`config.mk`:
```
export PLATFORM = sky130hd
export DESIGN_NAME = bcd_scan_scheduler_flat
export DESIGN_NICKNAME = d
export VERILOG_FILES = /design/src/rtl/bcd_scan_pkg.sv /design/src/rtl/bcd_scan_scheduler_if.sv /design/src/rtl/bcd_dabble_step.sv /design/src/rtl/bcd_scan_scheduler.sv /design/src/flat_wrapper.sv
export SDC_FILE = /design/constraint.sdc
export NUM_CORES = 1
export LEC_CHECK = 0
export ABC_AREA = 1
export CELL_PAD_IN_SITES_DETAIL_PLACEMENT = 2
export CELL_PAD_IN_SITES_GLOBAL_PLACEMENT = 2
export CORE_ASPECT_RATIO = 1.1
export CORE_MARGIN = 1.5
export CORE_UTILIZATION = 30
export CTS_CLUSTER_DIAMETER = 80
export DETAILED_ROUTE_END_ITERATION = 10
export GPL_TIMING_DRIVEN = 0
export PLACE_DENSITY_LB_ADDON = 0.1
export SLEW_MARGIN = 20
export SYNTH_ARGS = -nofsm -noshare
export SYNTH_HDL_FRONTEND = slang
export SYNTH_HIERARCHICAL = 1
export SYNTH_SLANG_ARGS = --single-unit
```
`constraint.sdc`:
```
create_clock -name clk -period 2.8 [get_ports clk]
set_clock_uncertainty 0.2 [all_clocks]
set_input_delay 0.42 -clock clk [delete_from_list [all_inputs] [get_ports clk]]
set_output_delay 0.42 -clock clk [all_outputs]
set_load 0.01 [all_outputs]
```
`src/rtl/bcd_scan_pkg.sv`:
```
// Shared constants and FSM encoding for the BCD scan scheduler.
//   SCAN_N_CH : default number of channels scanned per pass
//   SCAN_W    : default binary sample width
//   DIGIT_W   : bits per BCD digit
//   N_DIGITS  : BCD digits produced per conversion
package bcd_scan_pkg;

  localparam int unsigned SCAN_N_CH = 13;
  localparam int unsigned SCAN_W    = 12;
  localparam int unsigned DIGIT_W   = 4;
  localparam int unsigned N_DIGITS  = 4;
  localparam int unsigned CHAIN_W   = DIGIT_W * N_DIGITS;

  typedef enum logic [1:0] {
    ST_IDLE  = 2'd0,
    ST_LOAD  = 2'd1,
    ST_SHIFT = 2'd2,
    ST_OUT   = 2'd3
  } scan_state_t;

endpackage

```
`src/rtl/bcd_scan_scheduler_if.sv`:
```
// Channel mux / BCD result bus of the scan scheduler.
//   master : drives start, auto_mode, ch_data; observes results
//   slave  : the scheduler; drives ch_sel, bcd0..bcd3, bcd_ch, bcd_valid, busy, done
interface bcd_scan_scheduler_if
  import bcd_scan_pkg::*;
#(
  parameter int W = SCAN_W
);

  logic               start;
  logic               auto_mode;
  logic [3:0]         ch_sel;
  logic [W-1:0]       ch_data;
  logic [DIGIT_W-1:0] bcd0;
  logic [DIGIT_W-1:0] bcd1;
  logic [DIGIT_W-1:0] bcd2;
  logic [DIGIT_W-1:0] bcd3;
  logic [3:0]         bcd_ch;
  logic               bcd_valid;
  logic               busy;
  logic               done;

  modport master (
    output start, auto_mode, ch_data,
    input  ch_sel, bcd0, bcd1, bcd2, bcd3, bcd_ch, bcd_valid, busy, done
  );

  modport slave (
    input  start, auto_mode, ch_data,
    output ch_sel, bcd0, bcd1, bcd2, bcd3, bcd_ch, bcd_valid, busy, done
  );

endinterface

```
`src/rtl/bcd_dabble_step.sv`:
```
// One double-dabble iteration: add 3 to every digit above 4, then shift the
// digit chain left by one, taking bit_in as the new LSB.
//   digits_in  : current BCD digit chain (digit 0 in the LSBs)
//   bit_in     : next binary bit, MSB first
//   digits_out : updated digit chain
module bcd_dabble_step
  import bcd_scan_pkg::*;
(
  input  logic [CHAIN_W-1:0] digits_in,
  input  logic               bit_in,
  output logic [CHAIN_W-1:0] digits_out
);

  logic [CHAIN_W-1:0] adj;

  always_comb begin
    adj = digits_in;
    for (int d = 0; d < N_DIGITS; d++) begin
      if (digits_in[d*DIGIT_W +: DIGIT_W] > 4'd4)
        adj[d*DIGIT_W +: DIGIT_W] = digits_in[d*DIGIT_W +: DIGIT_W] + 4'd3;
    end
  end

  assign digits_out = {adj[CHAIN_W-2:0], bit_in};

endmodule

```
`src/rtl/bcd_scan_scheduler.sv`:
```
// Scans N_CH channels through an external mux and converts each W-bit sample
// to 4 BCD digits with a serial double-dabble, one bit per cycle.
//   clk, rst_n : system clock, async active-low reset
//   bus        : slave side of bcd_scan_scheduler_if (start/auto_mode/ch_data in,
//                ch_sel, bcd0..bcd3, bcd_ch, bcd_valid, busy, done out)
//
// state | meaning
// IDLE  | waiting for start
// LOAD  | latch sample of ch_sel, clear digits, arm bit counter
// SHIFT | W double-dabble iterations, MSB first
// OUT   | results visible with bcd_valid; advance channel or end pass
module bcd_scan_scheduler
  import bcd_scan_pkg::*;
#(
  parameter int N_CH = SCAN_N_CH,
  parameter int W    = SCAN_W
)(
  input  logic                 clk,
  input  logic                 rst_n,
  bcd_scan_scheduler_if.slave  bus
);

  localparam int         CNT_W    = (W > 1) ? $clog2(W) : 1;
  localparam logic [CNT_W-1:0] CNT_INIT = CNT_W'(W - 1);
  localparam logic [3:0] LAST_CH  = 4'(N_CH - 1);

  scan_state_t        state, state_nx;
  logic [3:0]         ch_sel;
  logic [W-1:0]       sreg;
  logic [CHAIN_W-1:0] digits;
  logic [CHAIN_W-1:0] step_out;
  logic [CNT_W-1:0]   cnt;
  logic [CHAIN_W-1:0] bcd_q;
  logic [3:0]         bcd_ch;
  logic               bcd_valid;
  logic               busy;
  logic               done;

  bcd_dabble_step u_step (
    .digits_in  (digits),
    .bit_in     (sreg[W-1]),
    .digits_out (step_out)
  );

  always_comb begin
    state_nx = state;
    case (state)
      ST_IDLE:  if (bus.start) state_nx = ST_LOAD;
      ST_LOAD:  state_nx = ST_SHIFT;
      ST_SHIFT: if (cnt == '0) state_nx = ST_OUT;
      ST_OUT: begin
        if (ch_sel != LAST_CH)  state_nx = ST_LOAD;
        else if (bus.auto_mode) state_nx = ST_LOAD;
        else                    state_nx = ST_IDLE;
      end
      default:  state_nx = ST_IDLE;
    endcase
  end

  always_ff @(posedge clk or negedge rst_n) begin
    if (!rst_n) state <= ST_IDLE;
    else        state <= state_nx;
  end

  // Results are captured on the edge that enters OUT, so bcd_valid and done
  // are high during the OUT cycle itself.
  always_ff @(posedge clk or negedge rst_n) begin
    if (!rst_n) begin
      ch_sel    <= '0;
      sreg      <= '0;
      digits    <= '0;
      cnt       <= '0;
      bcd_q     <= '0;
      bcd_ch    <= '0;
      bcd_valid <= 1'b0;
      done      <= 1'b0;
      busy      <= 1'b0;
    end else begin
      bcd_valid <= 1'b0;
      done      <= 1'b0;
      busy      <= (state_nx != ST_IDLE);
      case (state)
        ST_IDLE: if (bus.start) ch_sel <= '0;
        ST_LOAD: begin
          sreg   <= bus.ch_data;
          digits <= '0;
          cnt    <= CNT_INIT;
        end
        ST_SHIFT: begin
          digits <= step_out;
          sreg   <= sreg << 1;
          if (cnt != '0) begin
            cnt <= cnt - 1'b1;
          end else begin
            bcd_q     <= step_out;
            bcd_ch    <= ch_sel;
            bcd_valid <= 1'b1;
            done      <= (ch_sel == LAST_CH);
          end
        end
        ST_OUT: ch_sel <= (ch_sel == LAST_CH) ? 4'd0 : ch_sel + 4'd1;
        default: ;
      endcase
    end
  end

  assign bus.ch_sel    = ch_sel;
  assign bus.bcd0      = bcd_q[0*DIGIT_W +: DIGIT_W];
  assign bus.bcd1      = bcd_q[1*DIGIT_W +: DIGIT_W];
  assign bus.bcd2      = bcd_q[2*DIGIT_W +: DIGIT_W];
  assign bus.bcd3      = bcd_q[3*DIGIT_W +: DIGIT_W];
  assign bus.bcd_ch    = bcd_ch;
  assign bus.bcd_valid = bcd_valid;
  assign bus.busy      = busy;
  assign bus.done      = done;

endmodule

```
`src/flat_wrapper.sv`:
```
// flat-port wrapper written by rule: the top's interface ports become plain ports
module bcd_scan_scheduler_flat import bcd_scan_pkg::*;
#(
  parameter int N_CH = SCAN_N_CH,
  parameter int W    = SCAN_W
)
  (clk, rst_n, bus_start, bus_auto_mode, bus_ch_data, bus_ch_sel, bus_bcd0, bus_bcd1, bus_bcd2, bus_bcd3, bus_bcd_ch, bus_bcd_valid, bus_busy, bus_done);
  bcd_scan_scheduler_if #(.W(W)) bus_i ();
  input  logic clk;
  input  logic rst_n;
  input wire logic [$bits(bus_i.start)-1:0] bus_start;
  input wire logic [$bits(bus_i.auto_mode)-1:0] bus_auto_mode;
  input wire logic [$bits(bus_i.ch_data)-1:0] bus_ch_data;
  output wire logic [$bits(bus_i.ch_sel)-1:0] bus_ch_sel;
  output wire logic [$bits(bus_i.bcd0)-1:0] bus_bcd0;
  output wire logic [$bits(bus_i.bcd1)-1:0] bus_bcd1;
  output wire logic [$bits(bus_i.bcd2)-1:0] bus_bcd2;
  output wire logic [$bits(bus_i.bcd3)-1:0] bus_bcd3;
  output wire logic [$bits(bus_i.bcd_ch)-1:0] bus_bcd_ch;
  output wire logic [$bits(bus_i.bcd_valid)-1:0] bus_bcd_valid;
  output wire logic [$bits(bus_i.busy)-1:0] bus_busy;
  output wire logic [$bits(bus_i.done)-1:0] bus_done;
  assign bus_i.start = bus_start;
  assign bus_i.auto_mode = bus_auto_mode;
  assign bus_i.ch_data = bus_ch_data;
  assign bus_ch_sel = bus_i.ch_sel;
  assign bus_bcd0 = bus_i.bcd0;
  assign bus_bcd1 = bus_i.bcd1;
  assign bus_bcd2 = bus_i.bcd2;
  assign bus_bcd3 = bus_i.bcd3;
  assign bus_bcd_ch = bus_i.bcd_ch;
  assign bus_bcd_valid = bus_i.bcd_valid;
  assign bus_busy = bus_i.busy;
  assign bus_done = bus_i.done;
  bcd_scan_scheduler #(.N_CH(N_CH), .W(W)) u_core (.clk(clk), .rst_n(rst_n), .bus(bus_i));
endmodule
```
Word level (Yosys, flattened, before mapping)
Cells that the tools add are included.
{"block": "totals", "regBits": 61, "input_bits": 16, "out_inout_bits": 27, "word_cells": 57}
{"block": "op_classes", "addsub": 6, "n_lt_le_gt_ge": 4, "eq_ne": 7, "n_mux": 20, "n_bitwise": 1, "reduce_logical": 9}
{"operator": "$pmux W16 S2", "n": 1}
{"operator": "$mux W4", "n": 6}
{"operator": "$pmux W12 S2", "n": 1}
{"operator": "$gt A4 B3 Y1 const B", "n": 4}
{"operator": "$pmux W4 S2", "n": 2}
{"operator": "$add A4 B2 Y4 const B", "n": 3}
{"operator": "$pmux W2 S4", "n": 1}
{"operator": "$mux W2", "n": 3}
{"operator": "$reduce_and A2 Y1", "n": 3}
{"operator": "$reduce_bool A2 Y1", "n": 3}
{"operator": "$mux W1", "n": 5}
{"operator": "$add A4 B1 Y4 const B", "n": 1}
{"operator": "$eq A2 B2 Y1 const B", "n": 2}
{"operator": "$eq A4 B4 Y1 const B", "n": 1}
{"operator": "$logic_not A4 Y1", "n": 1}
{"operator": "$ne A4 B4 Y1 const B", "n": 1}
{"operator": "$reduce_bool A4 Y1", "n": 1}
{"operator": "$sub A4 B1 Y4 const B", "n": 1}
{"operator": "$add A3 B2 Y3 const B", "n": 1}
{"operator": "$mux W3", "n": 1}
{"operator": "$eq A2 B1 Y1 const B", "n": 1}
{"operator": "$logic_not A2 Y1", "n": 1}
{"operator": "$ne A2 B1 Y1 const B", "n": 1}
{"operator": "$ne A2 B2 Y1 const B", "n": 1}
{"operator": "$not A1 Y1", "n": 1}

Longest topological paths before layout
Gate-level depths: netlist of the first run.
{"block": "depth", "depth_word": 4, "mapped_depth": 9, "mapped_depth_nobuf": 9}

Modules after synthesis
Netlist of the first run, hierarchy kept.
{"mod": "bcd_scan_scheduler", "instances": 1, "cells_per_inst": 291, "area_per_inst_um2": 2710.1, "seq_area_each_um2": 1526.5}
{"mod": "bcd_dabble_step", "instances": 1, "cells_per_inst": 111, "area_per_inst_um2": 526.8, "seq_area_each_um2": 0.0}

Worst setup path before layout of the first run
OpenSTA, ideal clock, no wires.
{"block": "synth_path", "path_type": "reg-to-reg", "start": "reg u_core.state[0]", "end": "reg u_core.digits[10]", "setup_time_ns": 0.095, "t_arrival_ns": 1.342, "required_time_ns": 2.505, "slack_ns": 1.163, "path_stages_with_launch": 8, "n_path_buf": 2, "period_less_slack_ns": 1.637, "cell_sequence": "dfrtp_1 inv_1 ha_1 clkbuf_2 inv_1 clkbuf_1 nand2_1 o31ai_1"}
{"block": "synth_via", "elab_chain_len": 2, "word_cells_on_any_way": 4, "cone_classes": "eq/ne (2); mux (1); reduce/logical (1)"}
{"element": "start: declaration", "line_no": "bcd_scan_scheduler.sv:27", "rtl": "scan_state_t state, state_nx;"}
{"element": "start signal: assignment", "line_no": "bcd_scan_scheduler.sv:62", "rtl": "else state <= state_nx;"}
{"element": "$eq A2 B2 Y1 or $eq A2 B1 Y1 (tied branches)", "line_no": "bcd_scan_scheduler.sv:82", "rtl": "case (state)"}
{"element": "$pmux W16 S2 or $reduce_bool A2 Y1 (tied branches)"}
{"element": "end signal: assignment", "line_no": "bcd_scan_scheduler.sv:90", "rtl": "digits <= step_out;"}
{"element": "end: declaration", "line_no": "bcd_scan_scheduler.sv:30", "rtl": "logic [CHAIN_W-1:0] digits;"}
Several ways; a longest one is shown, not always the timed one.
A chain may end at the register's enable or synchronous reset.

Worst setup path after layout of the first run
Ends and elaborated chain as after synthesis.

==> flow_metrics.env, run 1 <==
export IMPL_port_buffer_count=42
export IMPL_clk_pin_slew_ns=0.06
export IMPL_die_h_um=111.9
export IMPL_dieArea_um2=11420
export IMPL_cts_root_buffer="clkbuf_16"
export IMPL_worst_ep_arrival_time_ns=2.09
export IMPL_yosysSeqAreaShare=0.4716
export IMPL_hold_start="u_core/bcd_q[9]$_DFFE_PN0P_"
export IMPL_syn_area_um2=3237
export IMPL_holdWs_ns=0.2804
export IMPL_die_w_um=102.0
export IMPL_ir_drop_uv=254.1
export IMPL_wire_per_inst_um=14.78
export IMPL_syn_instance_count=402
export IMPL_io_pins=43
export IMPL_slew_limit_headroom=0.6771
export IMPL_cp_data_required_time_ns=2.83
export IMPL_leakage_nw=2.073
export IMPL_cts_made_buffers=9
export IMPL_h_tree_depth=3
export IMPL_dp_hpwl_mm=6.661
export IMPL_drt_iter0_drc=48
export IMPL_wl_met2_mm=4.680
export IMPL_worstMarginPinSlew_ns=0.4843
export IMPL_n_antenna_cell=0
export IMPL_overflow=0
export IMPL_nets=489
export IMPL_via_per_inst=4.610
export IMPL_ant_nets=0
export IMPL_grt_antenna_before_repair=0
export IMPL_postCtsHoldBufs=1
export IMPL_cts_tree="built"
export IMPL_cts_buffer_depth=2
export IMPL_met3WireLength_um=227
export IMPL_regToRegStartpoint="u_core/state[0]$_DFF_PN0_"
export IMPL_drv_slew=0
export IMPL_critPathCaptureType="flip-flop"
export IMPL_fin_crit_ns=2.069
export IMPL_m1WireLength_mm=3.928
export IMPL_num_vias=2789
export IMPL_power_total_w=0.002823
export IMPL_clock_sinks=61
export IMPL_setup_violations=0
export IMPL_fmax_ghz=0.4834
export IMPL_rsz0062_at_grt="no"
export IMPL_grt_total_usage=0.1764
export IMPL_cts_resized_gates=0
export IMPL_syn_avg_cell_area_um2=8.052
export IMPL_cp_max_fo=10
export IMPL_dp_slack_ns=0.7321
export IMPL_num_rows=39
export IMPL_cap_violations=0
export IMPL_status="finished clean"
export IMPL_setup_worst_path_start="u_core/state[0]$_DFF_PN0_"
export IMPL_fin_crit_sh=0.7388
export IMPL_crit_type="reg -> reg"
export IMPL_final_layout_size_suffix_gt1_frac=0.1255
export IMPL_ys_types=23
export IMPL_synth_warnings=6
export IMPL_post_cts_buffers=0
export IMPL_grt_start_max_net_pins=41
export IMPL_min_path_type="reg -> reg"
export IMPL_core_area_um2=10440
export IMPL_powerDensity_nw_per_um2=672.4
export IMPL_grt_pass1_wl_mm=15.41
export IMPL_fin_ws_ns=0.7313
export IMPL_drt_wl_total_mm=8.943
export IMPL_syn_num_nets=434
export IMPL_first_pass_iters=4
export IMPL_syn_to_final_growth_pct=29.69
export IMPL_initial_core_util=0.3100
export IMPL_clock_latency_ns=0.33
export IMPL_gp_congestion=0.7434
export IMPL_hold_violations=0
export IMPL_ys_ff_latch=61
export IMPL_drc=0
export IMPL_first_global_vias=3160
export IMPL_top_layer="met4"
export IMPL_cp_start_kind="flip-flop"
[layer usage]
layer / vias up / track usage
met5: - / 0
met4: 0 / 0.05753
met3: 8 / 0.04143
met2: 35 / 0.3091
met1: 1386 / 0.2095
li1: 1360 / -
[through the flow]
step / util / std cells / TNS [ns] / instance area [um2]
after floorplan: - / 402 / 0 / 3237
after global placement: 0.3674 / 587 / -68.82 / 3836
after detailed placement: 0.3698 / 588 / 0 / 3861
after CTS: 0.4020 / 605 / 0 / 4198
after global routing: 0.4020 / 605 / 0 / 4198
final: 0.4020 / 605 / 0 / 4198
[worst paths after layout]
kind / slack (ns) / cells past startpoint / endpoint
setup / recovery: 0.73 / 7 / u_core/digits[10]$_DFFE_PN0P_
hold / removal: 0.28 / 2 / u_core/bcd_q[9]$_DFFE_PN0P_
setup reg to reg: 0.73 / 7 / u_core/digits[10]$_DFFE_PN0P_
hold reg to reg: 0.28 / 2 / u_core/bcd_q[9]$_DFFE_PN0P_
max in group asynchronous: 1.54 / 3 / u_core/bcd_q[6]$_DFFE_PN0P_
min in group asynchronous: 0.34 / 2 / u_core/bcd_q[11]$_DFFE_PN0P_
[critical path: stages (launching register included)]
cell and delay (ns):
dfrtp_1 0.37, inv_1 0.10, ha_1 0.34, clkbuf_2 0.20
inv_1 0.12, clkbuf_1 0.40, nand2_1 0.13, o31ai_1 0.11
[sequential cells by signal (all words and copies together) (netlist names)]
signal / count
u_core/bcd_q: 16
u_core/bus.bcd_ch: 4
u_core/bus.bcd_valid: 1
u_core/bus.busy: 1
u_core/bus.ch_sel: 4
u_core/bus.done: 1
u_core/cnt: 4
u_core/digits: 16
u_core/sreg: 12
u_core/state: 2
[Yosys cell counts]
master | number | share of area
nand2_1 | 142 | 0.16
dfrtp_1 | 61 | 0.47
inv_1 | 53 | 0.061
nand3_1 | 27 | 0.042
o21ai_0 | 26 | 0.040
nor2_1 | 18 | 0.021
ha_1 | 16 | 0.062
o21ai_2 | 14 | 0.038
o31ai_1 | 11 | 0.026
nand2_2 | 6 | 0.012
buf_2 | 5 | 0.0077
buf_6 | 5 | 0.017
nor2_2 | 3 | 0.0058
xor2_1 | 3 | 0.0081
clkbuf_2 | 2 | 0.0031
inv_2 | 2 | 0.0023
or2_2 | 2 | 0.0039
a21oi_1 | 1 | 0.0015
buf_4 | 1 | 0.0023
clkbuf_1 | 1 | 0.0012
nand3_4 | 1 | 0.0054
nand3b_1 | 1 | 0.0023
o21ai_1 | 1 | 0.0015
[cells by family (layout without fill, tap and decap cells)]
kind of cell / count (synthesis) / after routing / synth area share
compound gates: 53 / 53 / 0.1067
simple gates: 200 / 200 / 0.2563
xor+xnor: 3 / 3 / 0.008119
buf+inv: 69 / 129 / 0.09548
fa+ha+maj: 16 / 16 / 0.06185
flops: 61 / 61 / 0.4716
[layout make-up]
cell class	count	area [um2]
well taps	143	178.9
inverters	55	206.4
clock inverters	4	70.07
plain buffers	14	102.6
clock buffers	12	256.5
fillers	1218	6245
flip-flops and latches	61	1526
repair buffers	44	455.4
multi-input cells	272	1401
[power breakdown]
group | total, W | switching [W] | internal [W]
sequential | 0.00106 | 0.0000674 | 0.000994
combinational | 0.000543 | 0.000264 | 0.000279
clock | 0.00122 | 0.000394 | 0.000824
total | 0.00282 | 0.000725 | 0.00210
[layout by cell type, fill, tap and decap left out]
| cell | netlist | layout |
|---|---|---|
| a21oi_1 | 1 | 1 |
| buf_16 | 0 | 1 |
| buf_2 | 5 | 5 |
| buf_4 | 1 | 2 |
| buf_6 | 5 | 5 |
| bufinv_16 | 0 | 2 |
| clkbuf_1 | 1 | 2 |
| clkbuf_16 | 0 | 9 |
| clkbuf_2 | 2 | 2 |
| clkbuf_8 | 0 | 2 |
| clkdlybuf4s50_1 | 0 | 41 |
| clkinv_2 | 0 | 2 |
| dfrtp_1 | 61 | 61 |
| dlygate4sd3_1 | 0 | 1 |
| ha_1 | 16 | 16 |
| inv_1 | 53 | 53 |
| inv_2 | 2 | 2 |
| nand2_1 | 142 | 142 |
| nand2_2 | 6 | 6 |
| nand3_1 | 27 | 27 |
| nand3_4 | 1 | 1 |
| nand3b_1 | 1 | 1 |
| nor2_1 | 18 | 18 |
| nor2_2 | 3 | 3 |
| o21ai_0 | 26 | 26 |
| o21ai_1 | 1 | 1 |
| o21ai_2 | 14 | 14 |
| o31ai_1 | 11 | 11 |
| or2_2 | 2 | 2 |
| xor2_1 | 3 | 3 |
Power figures use the tool's default switching activity.
==> inputs of run 2 (changes only) <==
Settings changed: CORE_UTILIZATION 30 to 29.
Clock period 2.8 ns to 1.7 ns, I/O delays scaled along.
==> flow_metrics.env, run 2 (synthesized netlist as in run 1, its figures left out) <==
export IMPL_cts_buffer_depth=2
export IMPL_r2r_end="u_core/digits[11]$_DFFE_PN0P_"
export IMPL_drc=0
export IMPL_cp_max_fo=6
export IMPL_violations="setup timing"
export IMPL_fill_cells=1233
export IMPL_initial_core_util=0.2967
export IMPL_final_cells=627
export IMPL_drt_iter0_drc=42
export IMPL_die_w_um=103.7
export IMPL_grt_antenna_before_repair=0
export IMPL_placed_area_um2=3866
export IMPL_rsz0062_at_grt="yes"
export IMPL_powerDensity_nw_per_um2=953.0
export IMPL_seq_power_share=0.397
export IMPL_cp_data_required_time_ns=1.74
export IMPL_fin_ws_ns=-0.1056
export IMPL_core_area_um2=10910
export IMPL_fin_crit_sh=1.062
export IMPL_ant_nets=0
export IMPL_grt_total_usage=0.1677
export IMPL_cts_tree="built"
export IMPL_power_frac_clock=0.407
export IMPL_power_total_w=0.004434
export IMPL_clock_sinks=61
export IMPL_fin_crit_ns=1.806
export IMPL_p_int_w=0.003220
export IMPL_comb_power_share=0.195
export IMPL_cts_made_buffers=9
export IMPL_fmax_ghz=0.5538
export IMPL_wire_per_inst_um=15.73
export IMPL_drv_slew=0
export IMPL_clock_latency_ns=0.33
export IMPL_final_common_cell="nand2_1"
export IMPL_worst_ep_arrival_time_ns=1.84
export IMPL_grt_start_max_net_pins=42
export IMPL_via_per_inst=4.595
export IMPL_final_layout_size_suffix_gt1_frac=0.2458
export IMPL_leakage_nw=2.432
export IMPL_crit_type="reg -> reg"
export IMPL_top_regs="u_core/bcd_q: 16 flops, u_core/digits: 16 flops, u_core/sreg: 12 flops"
export IMPL_finalInstanceArea_um2=4652
export IMPL_h_tree_depth=3
export IMPL_syn_to_final_growth_pct=43.72
export IMPL_dp_hpwl_mm=6.434
export IMPL_regToRegStartpoint="u_core/state[1]$_DFF_PN0_"
export IMPL_ir_drop_uv=511.1
export IMPL_overflow=0
export IMPL_p_sw_frac=0.2736
export IMPL_gp_congestion=0.7613
export IMPL_clk_pin_slew_ns=0.05
export IMPL_grt_pass1_wl_mm=15.41
export IMPL_dieArea_um2=11810
export IMPL_first_global_vias=3144
export IMPL_io_pins=43
export IMPL_num_vias=2881
export IMPL_final_cell_mix="nand2_1 (129), dfrtp_1 (60), inv_1 (45)"
export IMPL_power_switching_w=0.001213
export IMPL_num_rows=40
export IMPL_critPathCaptureType="flip-flop"
export IMPL_rrSetupSlack_ns=-0.11
export IMPL_slew_limit_headroom=0.7919
export IMPL_dp_cells=592
export IMPL_status="finished with violations"
export IMPL_hold_violations=0
export IMPL_cap_violations=0
export IMPL_worstMarginPinSlew_ns=0.3122
export IMPL_min_path_type="in -> async"
export IMPL_r2r_cells=7
export IMPL_cts_root_buffer="clkbuf_16"
export IMPL_holdWs_ns=0.1757
export IMPL_setup_violations=17
export IMPL_dp_slack_ns=-0.4285
export IMPL_port_buffer_count=42
export IMPL_die_h_um=113.8
export IMPL_n_antenna_cell=0
export IMPL_drt_wl_total_mm=9.861
export IMPL_cp_start_kind="flip-flop"
export IMPL_first_pass_iters=4
export IMPL_nets=507
run 2: power by group through the flow:
| stage | Combinational (W) | Sequential, W | Clock, W |
|---|---|---|---|
| floorplan | 0.000380 | 0.00183 | 0 |
| global placement | 0.000868 | 0.00178 | 0 |
| detailed placement | 0.000901 | 0.00180 | 0 |
| CTS | 0.000872 | 0.00177 | 0.00185 |
| global route | 0.000979 | 0.00179 | 0.00193 |
| finish | 0.000866 | 0.00176 | 0.00181 |
run 2: what timing repair did:
item	CTS	global route
hold buffers	1	0
buffers inserted	4	11
pin swaps	0	4
resized for setup	27	77
gates cloned	1	2
endpoints found under the hold margin	61	0
setup endpoints to repair	64	66
run 2: worst max path at each step:
stage	startpoint	slack [ns]	endpoint
final	u_core/state[1]$_DFF_PN0_	-0.11	u_core/digits[11]$_DFFE_PN0P_
after global routing	u_core/state[1]$_DFF_PN0_	-0.16	u_core/digits[11]$_DFFE_PN0P_
after CTS	u_core/state[0]$_DFF_PN0_	-0.006	u_core/digits[13]$_DFFE_PN0P_
after detailed placement	u_core/state[0]$_DFF_PN0_	-0.43	u_core/digits[9]$_DFFE_PN0P_
after global placement	rst_n	-2.03	u_core/digits[2]$_DFFE_PN0P_
after floorplan	u_core/state[0]$_DFF_PN0_	0.06	u_core/digits[10]$_DFFE_PN0P_
run 2: metrics by stage:
| step | TNS [ns] | util |
|---|---|---|
| 2_1_floorplan | 0 | - |
| 3_3_place_gp | -129.29 | 0.3521 |
| 3_5_place_dp | -7.386 | 0.3544 |
| 4_1_cts | -0.02212 | 0.3899 |
| 5_1_grt | -2.017 | 0.4264 |
| 6_report | -0.8734 | 0.4264 |
run 2: final cells by class:
cell class,instances,area (um2),area share
Buffer,14,158.9,0.03416
Clock inverter,5,50.05,0.01076
Timing Repair Buffer,62,668.1,0.1436
Sequential cell,61,1528,0.3284
Multi-Input combinational cell,272,1610,0.3462
Clock buffer,11,242.7,0.05218
Inverter,55,210.2,0.04519
Tap cell,147,183.9,0.03954
run 2: per-layer routing:
| layer | GRT usage | up-vias | wire (um) |
|---|---|---|---|
| li1 | - | 1405 | - |
| met1 | 0.1970 | 1438 | 4405 |
| met2 | 0.2978 | 34 | 5115 |
| met3 | 0.03029 | 4 | 251 |
| met4 | 0.08056 | 0 | 89 |
| met5 | 0 | - | 0 |
run 2: critical path, stage by stage, from the launching register on:
cell        delay (ns)
dfrtp_1           0.39
inv_2             0.07
ha_4              0.28
buf_8             0.10
clkinvlp_4        0.14
buf_4             0.18
clkbuf_16         0.16
o31ai_4           0.18
